===== config.mk =====
export PLATFORM = sky130hd
export DESIGN_NAME = weight_stream_loader
export DESIGN_NICKNAME = d
export VERILOG_FILES = /design/src/rtl/weight_stream_loader.sv
export SDC_FILE = /design/constraint.sdc
export NUM_CORES = 1
export LEC_CHECK = 0
export BUFFER_PORTS_ARGS = -buffer_cell sky130_fd_sc_hd__buf_2
export CAP_MARGIN = 20
export CORE_ASPECT_RATIO = 0.5
export CORE_UTILIZATION = 30
export CTS_CLUSTER_SIZE = 16
export DETAILED_ROUTE_END_ITERATION = 8
export PLACE_DENSITY = 0.58
export SLEW_MARGIN = 25
export SYNTH_ARGS = -nofsm -noshare
export SYNTH_HDL_FRONTEND = slang
export SYNTH_SLANG_ARGS = --single-unit

===== constraint.sdc =====
create_clock -name clk -period 3.6 [get_ports clk]
set_input_delay 0.36 -clock clk [delete_from_list [all_inputs] [get_ports clk]]
set_output_delay 0.36 -clock clk [all_outputs]
set_load 0.01 [all_outputs]

===== src/rtl/weight_stream_loader.sv =====
// weight_stream_loader
// Write-side feeder for the double-buffered weight memory. Packs a stream of
// 32-bit bus beats into N_DIM_ARRAY-lane rows and issues one row write per
// completed row on the FC or CNN external port. The address MSB selects the
// ping-pong bank. Per-bank "loaded" flags stop a start from overwriting a bank
// that compute has not released yet.
//
// Handshake: a beat transfers on every rising edge where in_valid and
// in_ready are both high. in_ready is high only in LOAD. in_data must be held
// stable while in_valid is high and in_ready is low.
//
// Write timing: the row write strobe is registered, so it is high in the
// cycle after the accept of the last beat of a row. done is likewise
// registered and is high in the cycle after the DONE state.
module weight_stream_loader #(
   parameter int N_DIM_ARRAY             = 16,
   parameter int WEIGHT_DATA_WIDTH       = 8,
   parameter int WEIGHT_MEMORY_ADDR_SIZE = 16,
   parameter int BUS_WIDTH               = 32
) (
   input  logic                                               clk,
   input  logic                                               reset,
   input  logic                                               start,
   input  logic [2:0]                                         mode,
   input  logic                                               bank,
   input  logic [WEIGHT_MEMORY_ADDR_SIZE-2:0]                 base_addr,
   input  logic [15:0]                                        num_rows,
   input  logic                                               abort,
   input  logic [1:0]                                         release_bank,
   input  logic [BUS_WIDTH-1:0]                               in_data,
   input  logic                                               in_valid,
   output logic                                               in_ready,
   output logic                                               wr_en_ext_fc_w,
   output logic                                               wr_en_ext_cnn_w,
   output logic [WEIGHT_MEMORY_ADDR_SIZE-1:0]                 wr_addr_ext_w,
   output logic signed [N_DIM_ARRAY*WEIGHT_DATA_WIDTH-1:0]    wr_data_ext_w,
   output logic                                               busy,
   output logic                                               done,
   output logic                                               start_err,
   output logic [1:0]                                         bank_loaded
);

   localparam int LANES_PER_BEAT = BUS_WIDTH / WEIGHT_DATA_WIDTH;
   localparam int BEATS_PER_ROW  = N_DIM_ARRAY / LANES_PER_BEAT;
   localparam int BEAT_W         = (BEATS_PER_ROW > 1) ? $clog2(BEATS_PER_ROW) : 1;
   localparam int ROW_AW         = WEIGHT_MEMORY_ADDR_SIZE - 1;

   // Only MODE_FC is decoded; every other mode value writes the CNN port.
   localparam logic [2:0] MODE_FC = 3'd1;

   typedef enum logic [1:0] {
      S_IDLE = 2'd0,
      S_LOAD = 2'd1,
      S_DONE = 2'd2
   } state_t;

   typedef logic [N_DIM_ARRAY-1:0][WEIGHT_DATA_WIDTH-1:0] row_t;

   state_t                       state_q, state_d;
   logic                         mode_fc_q, mode_fc_d;
   logic                         bank_q, bank_d;
   logic [ROW_AW-1:0]            row_addr_q, row_addr_d;
   logic [15:0]                  num_rows_q, num_rows_d;
   logic [15:0]                  row_idx_q, row_idx_d;
   logic [BEAT_W-1:0]            beat_cnt_q, beat_cnt_d;
   logic                         set_on_done_q, set_on_done_d;
   row_t                         row_q, row_d;
   row_t                         wr_data_q, wr_data_d;
   logic                         wr_fc_q, wr_fc_d;
   logic                         wr_cnn_q, wr_cnn_d;
   logic [WEIGHT_MEMORY_ADDR_SIZE-1:0] wr_addr_q, wr_addr_d;
   logic                         done_q, done_d;
   logic                         start_err_q, start_err_d;
   logic [1:0]                   loaded_q, loaded_d;
   logic                         accept;
   logic                         last_beat;

   assign accept    = in_valid && (state_q == S_LOAD);
   assign last_beat = (beat_cnt_q == BEAT_W'(BEATS_PER_ROW - 1));

   // Next-state and next-output logic for the load FSM.
   always_comb begin
      state_d       = state_q;
      mode_fc_d     = mode_fc_q;
      bank_d        = bank_q;
      row_addr_d    = row_addr_q;
      num_rows_d    = num_rows_q;
      row_idx_d     = row_idx_q;
      beat_cnt_d    = beat_cnt_q;
      set_on_done_d = set_on_done_q;
      row_d         = row_q;
      wr_data_d     = wr_data_q;
      wr_fc_d       = 1'b0;
      wr_cnn_d      = 1'b0;
      wr_addr_d     = wr_addr_q;
      done_d        = 1'b0;
      start_err_d   = 1'b0;
      // release clears first; a same-cycle DONE set below overrides it
      loaded_d      = loaded_q & ~release_bank;

      case (state_q)
         S_IDLE: begin
            if (start) begin
               if (loaded_q[bank]) begin
                  start_err_d = 1'b1;
               end else if (num_rows == 16'd0) begin
                  // empty job: completes without writing or marking a bank
                  set_on_done_d = 1'b0;
                  state_d       = S_DONE;
               end else begin
                  mode_fc_d     = (mode == MODE_FC);
                  bank_d        = bank;
                  row_addr_d    = base_addr;
                  num_rows_d    = num_rows;
                  row_idx_d     = 16'd0;
                  beat_cnt_d    = '0;
                  set_on_done_d = 1'b1;
                  state_d       = S_LOAD;
               end
            end
         end

         S_LOAD: begin
            if (accept) begin
               for (int j = 0; j < N_DIM_ARRAY; j++) begin
                  if (BEAT_W'(j / LANES_PER_BEAT) == beat_cnt_q) begin
                     row_d[j] = in_data[(j % LANES_PER_BEAT)*WEIGHT_DATA_WIDTH +: WEIGHT_DATA_WIDTH];
                  end
               end
               if (last_beat) begin
                  beat_cnt_d = '0;
                  wr_data_d  = row_d;
                  wr_fc_d    = mode_fc_q;
                  wr_cnn_d   = !mode_fc_q;
                  wr_addr_d  = {bank_q, row_addr_q};
                  // row address wraps inside the bank; the bank bit is separate
                  row_addr_d = row_addr_q + 1'b1;
                  row_idx_d  = row_idx_q + 16'd1;
                  if (row_idx_q == num_rows_q - 16'd1) begin
                     state_d = S_DONE;
                  end
               end else begin
                  beat_cnt_d = beat_cnt_q + 1'b1;
               end
            end
            // abort drops the partial row but keeps a write scheduled this cycle
            if (abort) begin
               state_d = S_IDLE;
            end
         end

         S_DONE: begin
            done_d = 1'b1;
            if (set_on_done_q) begin
               loaded_d[bank_q] = 1'b1;
            end
            state_d = S_IDLE;
         end

         default: begin
            state_d = S_IDLE;
         end
      endcase
   end

   // State, datapath and registered outputs; everything clears on reset.
   always_ff @(posedge clk or negedge reset) begin
      if (!reset) begin
         state_q       <= S_IDLE;
         mode_fc_q     <= 1'b0;
         bank_q        <= 1'b0;
         row_addr_q    <= '0;
         num_rows_q    <= 16'd0;
         row_idx_q     <= 16'd0;
         beat_cnt_q    <= '0;
         set_on_done_q <= 1'b0;
         row_q         <= '0;
         wr_data_q     <= '0;
         wr_fc_q       <= 1'b0;
         wr_cnn_q      <= 1'b0;
         wr_addr_q     <= '0;
         done_q        <= 1'b0;
         start_err_q   <= 1'b0;
         loaded_q      <= 2'b00;
      end else begin
         state_q       <= state_d;
         mode_fc_q     <= mode_fc_d;
         bank_q        <= bank_d;
         row_addr_q    <= row_addr_d;
         num_rows_q    <= num_rows_d;
         row_idx_q     <= row_idx_d;
         beat_cnt_q    <= beat_cnt_d;
         set_on_done_q <= set_on_done_d;
         row_q         <= row_d;
         wr_data_q     <= wr_data_d;
         wr_fc_q       <= wr_fc_d;
         wr_cnn_q      <= wr_cnn_d;
         wr_addr_q     <= wr_addr_d;
         done_q        <= done_d;
         start_err_q   <= start_err_d;
         loaded_q      <= loaded_d;
      end
   end

   assign in_ready        = (state_q == S_LOAD);
   assign busy            = (state_q == S_LOAD);
   assign wr_en_ext_fc_w  = wr_fc_q;
   assign wr_en_ext_cnn_w = wr_cnn_q;
   assign wr_addr_ext_w   = wr_addr_q;
   assign wr_data_ext_w   = wr_data_q;
   assign done            = done_q;
   assign start_err       = start_err_q;
   assign bank_loaded     = loaded_q;

endmodule


==> reports/metrics.csv <==
metric,value,unit
status,"complete, no violations",
Routed Antenna Nets,0,
Root Driver,clkbuf_16,
Unique masters post-synth,72,
Iter 0 DRT Violations,519,
Die Y,151,µm
"Reg clk slew, reported paths",0.06,ns
routed vias/inst,4.74,
die footprint,45100,µm²
hold endpoint,num_rows_q[9],
element type at the critical path end,flop,
WP data required,4.00,ns
core footprint,43600,µm²
Fmax,371,MHz
clk_lat worst skew,0.56,ns
Syn Inst Count,1237,
Synth area leaders,"dfrtp_1 57%, mux2i_1 7.4%, nand2_1 5.8%",
Hold Crit Start,num_rows[9],
Hold WC Path Type,in -> reg,
grt total ovfl,0,
CP startpoint kind,flop,
Cell Pwr Density,799,nW/µm²
final core utilization,37.1,%
RSZ-0062 raised after global routing,no,
CP Max Fanout,6,
crit-path max cell delay,0.61,ns
crit-path cells,inv_1 > ha_1 > nor4b_2 > nand2_1 > a2111oi_0 > o22ai_1 > nor4_2 > o31ai_1,
CTS Buf Count,30,
Top Ports,226,
leakage,7.73,nW
Post-synth top flop,dfrtp_1,
share of the synthesized area in the top cell type,56.6,%
Fin. Hold Viols,0,
most frequent cells in the layout,"300 x dfrtp_1, 224 x buf_2, 204 x nand2_1, 134 x a21oi_1, 126 x nor2_1",
final setup vio count,0,
Starting Density,30.4,%
Max Cap Violations,0,
"Seq/Total Area, Yosys",56.6,%
reg-to-reg startpoint,num_rows_q[0],
ys async rst share,100,%
Critical Path AT,3.10,ns
vias in the first global route,9292,
syn avg cell area,10.7,µm²
worst-path cell with the longest stage delay,nor4b_2,
Worst Hold Depth,3,
largest net degree at the start of global routing,241,
net count reported at finish,1524,
Mapped Area,13300,µm²
clock skew,0.0117,ns
area grow syn2layout,22.0,%
die width,299,µm
CTS tree,yes,
Avg WL per Cell,16.2,µm
setup TNS,0,ns
dpl hpwl,21.9,mm
Routed WL,33.3,mm
Longest Clk Path Bufs,3,
"FF+latch count, synth",300,
Mapped Nets,1318,
r2r setup slk,0.91,ns
initial antenna violation count,1,
vias post-DR,9736,
"EDFF count, synth",0,
"commonest non-fill, non-tap cell in the layout",dfrtp_1,
share of cells above drive strength 1,24.1,%
Max IR drop VDD,0.418,mV
r2r worst-path depth,8,
Row Count,54,
first-pass GRT wire length,52.4,mm
Port Buffers,225,
Final min period,2.69,ns
Setup CP Type,reg -> reg,
GPL Wtd Cong,0.827,
Synth Warn #,0,
H-tree depth,1,
reg2reg end,state_q[0],
Tot GR Track Use,14.5,%
measured slew at the worst slew-check pin,0.753,ns
leading area contributor after synthesis,dfrtp_1,
Slew headroom,49.8,%
CTS sink cnt,300,
First-pass DRT Iterations,4,
Final Slew Violations,0,
Final period util,74.8,%
Residual DRC,0,
## power breakdown
group          total [mW]  internal (mW)  switching (mW)
sequential           5.57           4.75           0.824
combinational        4.11           1.87            2.24
clock                3.25           1.90            1.36
total                12.9           8.51            4.42
## cell usage after synthesis (all sizes together), types with 2 or more instances
| master | number |
|---|---|
| dfrtp | 300 |
| nand2 | 205 |
| a21oi | 134 |
| nor2 | 126 |
| mux2i | 99 |
| mux2 | 96 |
| clkbuf | 51 |
| o21ai | 29 |
| buf | 26 |
| nand3 | 18 |
| inv | 17 |
| xnor2 | 11 |
| nand4 | 9 |
| or4 | 9 |
| xor2 | 9 |
| ha | 7 |
| nor3 | 7 |
| o22ai | 7 |
| o31ai | 7 |
| or3 | 7 |
| nor4 | 6 |
| a31oi | 5 |
| nand2b | 4 |
| a32oi | 3 |
| and3 | 3 |
| o211ai | 3 |
| a2111oi | 2 |
| a21o | 2 |
| a41o | 2 |
| and2 | 2 |
| and4 | 2 |
| nand4b | 2 |
| nor4b | 2 |
| o22a | 2 |
| or2 | 2 |
| or4b | 2 |
## worst max-delay path, delay by kind of cell, from the launching register on
kind | cells | cell delay [ns]
AND/OR/NAND/NOR | 3 | 1.22
flip-flops | 1 | 0.41
AO/OA/AOI/OAI | 3 | 0.57
buffers and inverters | 1 | 0.09
adder cells (fa/ha/maj) | 1 | 0.25
## state kept, by name, indices dropped and copies added (netlist names)
| register | count |
|---|---|
| state_q | 2 |
| wr_addr_ext_w | 16 |
| wr_en_ext_cnn_w | 1 |
| set_on_done_q | 1 |
| row_addr_q | 15 |
| num_rows_q | 16 |
| wr_data_ext_w | 128 |
| beat_cnt_q | 2 |
| start_err | 1 |
| row_q | 96 |
| bank_q | 1 |
| wr_en_ext_fc_w | 1 |
| done | 1 |
| row_idx_q | 16 |
| bank_loaded | 2 |
| mode_fc_q | 1 |
## cell type report
type | instances | area [µm²]
Timing Repair Buffer | 251 | 1420
Tap cell | 588 | 736
Fill cell | 4357 | 27400
Clock buffer | 44 | 915
Inverter | 17 | 63.8
Multi-Input combinational cell | 843 | 5410
Antenna cell | 1 | 2.50
Clock inverter | 11 | 115
Sequential cell | 300 | 7510
## cells by family (layout without fill, tap and decap cells)
group           after synthesis  in the layout  share of synthesized area, %
mux                         195            195                          15.7
xor+xnor                     20             20                          1.32
fa+ha+maj                     7              7                         0.660
flops                       300            300                          56.6
compound gates              210            210                          9.01
simple gates                411            411                          13.9
buf+inv                      94            323                          2.88
other cells                   0              1                             0
## metal layers
metal	share of wire [%]	track usage (%)	wire, µm
met2	52	25.3	17200
met5	0	0	0
met1	43	18.4	14300
met4	2.8	4.62	941
met3	2.5	2.44	842
## through the flow
stage	area (µm²)	setup slack (ns)	hold slack [ns]	power, mW	instances
after global placement	15000	1.01	0.444	9.70	1989
after CTS	16100	0.964	0.00314	13.1	2053
final	16200	0.908	0.0377	12.9	2055
after detailed placement	15000	0.971	0.441	9.81	1989
after global routing	16200	0.769	0.0256	13.8	2055
after floorplan	13300	1.36	0.0644	8.12	1237
## worst max-delay path by stage
| stage | from | end | slack (ns) | cells after the start |
|---|---|---|---|---|
| floorplan | num_rows_q[2] | state_q[1] | 1.36 | 7 |
| global route | num_rows_q[0] | state_q[1] | 0.77 | 8 |
| detailed placement | num_rows_q[0] | state_q[0] | 0.97 | 8 |
| global placement | state_q[1] | row_q[51] | 1.01 | 5 |
| CTS | state_q[1] | row_q[46] | 0.96 | 5 |
| finish | num_rows_q[0] | state_q[0] | 0.91 | 8 |
## what timing repair did
action                    4_1_cts  5_1_grt
hold endpoints to repair       98        0
gates resized for setup         0        0
hold buffers                    9        0
setup buffers                   0        0
Power figures use the tool's default switching activity.
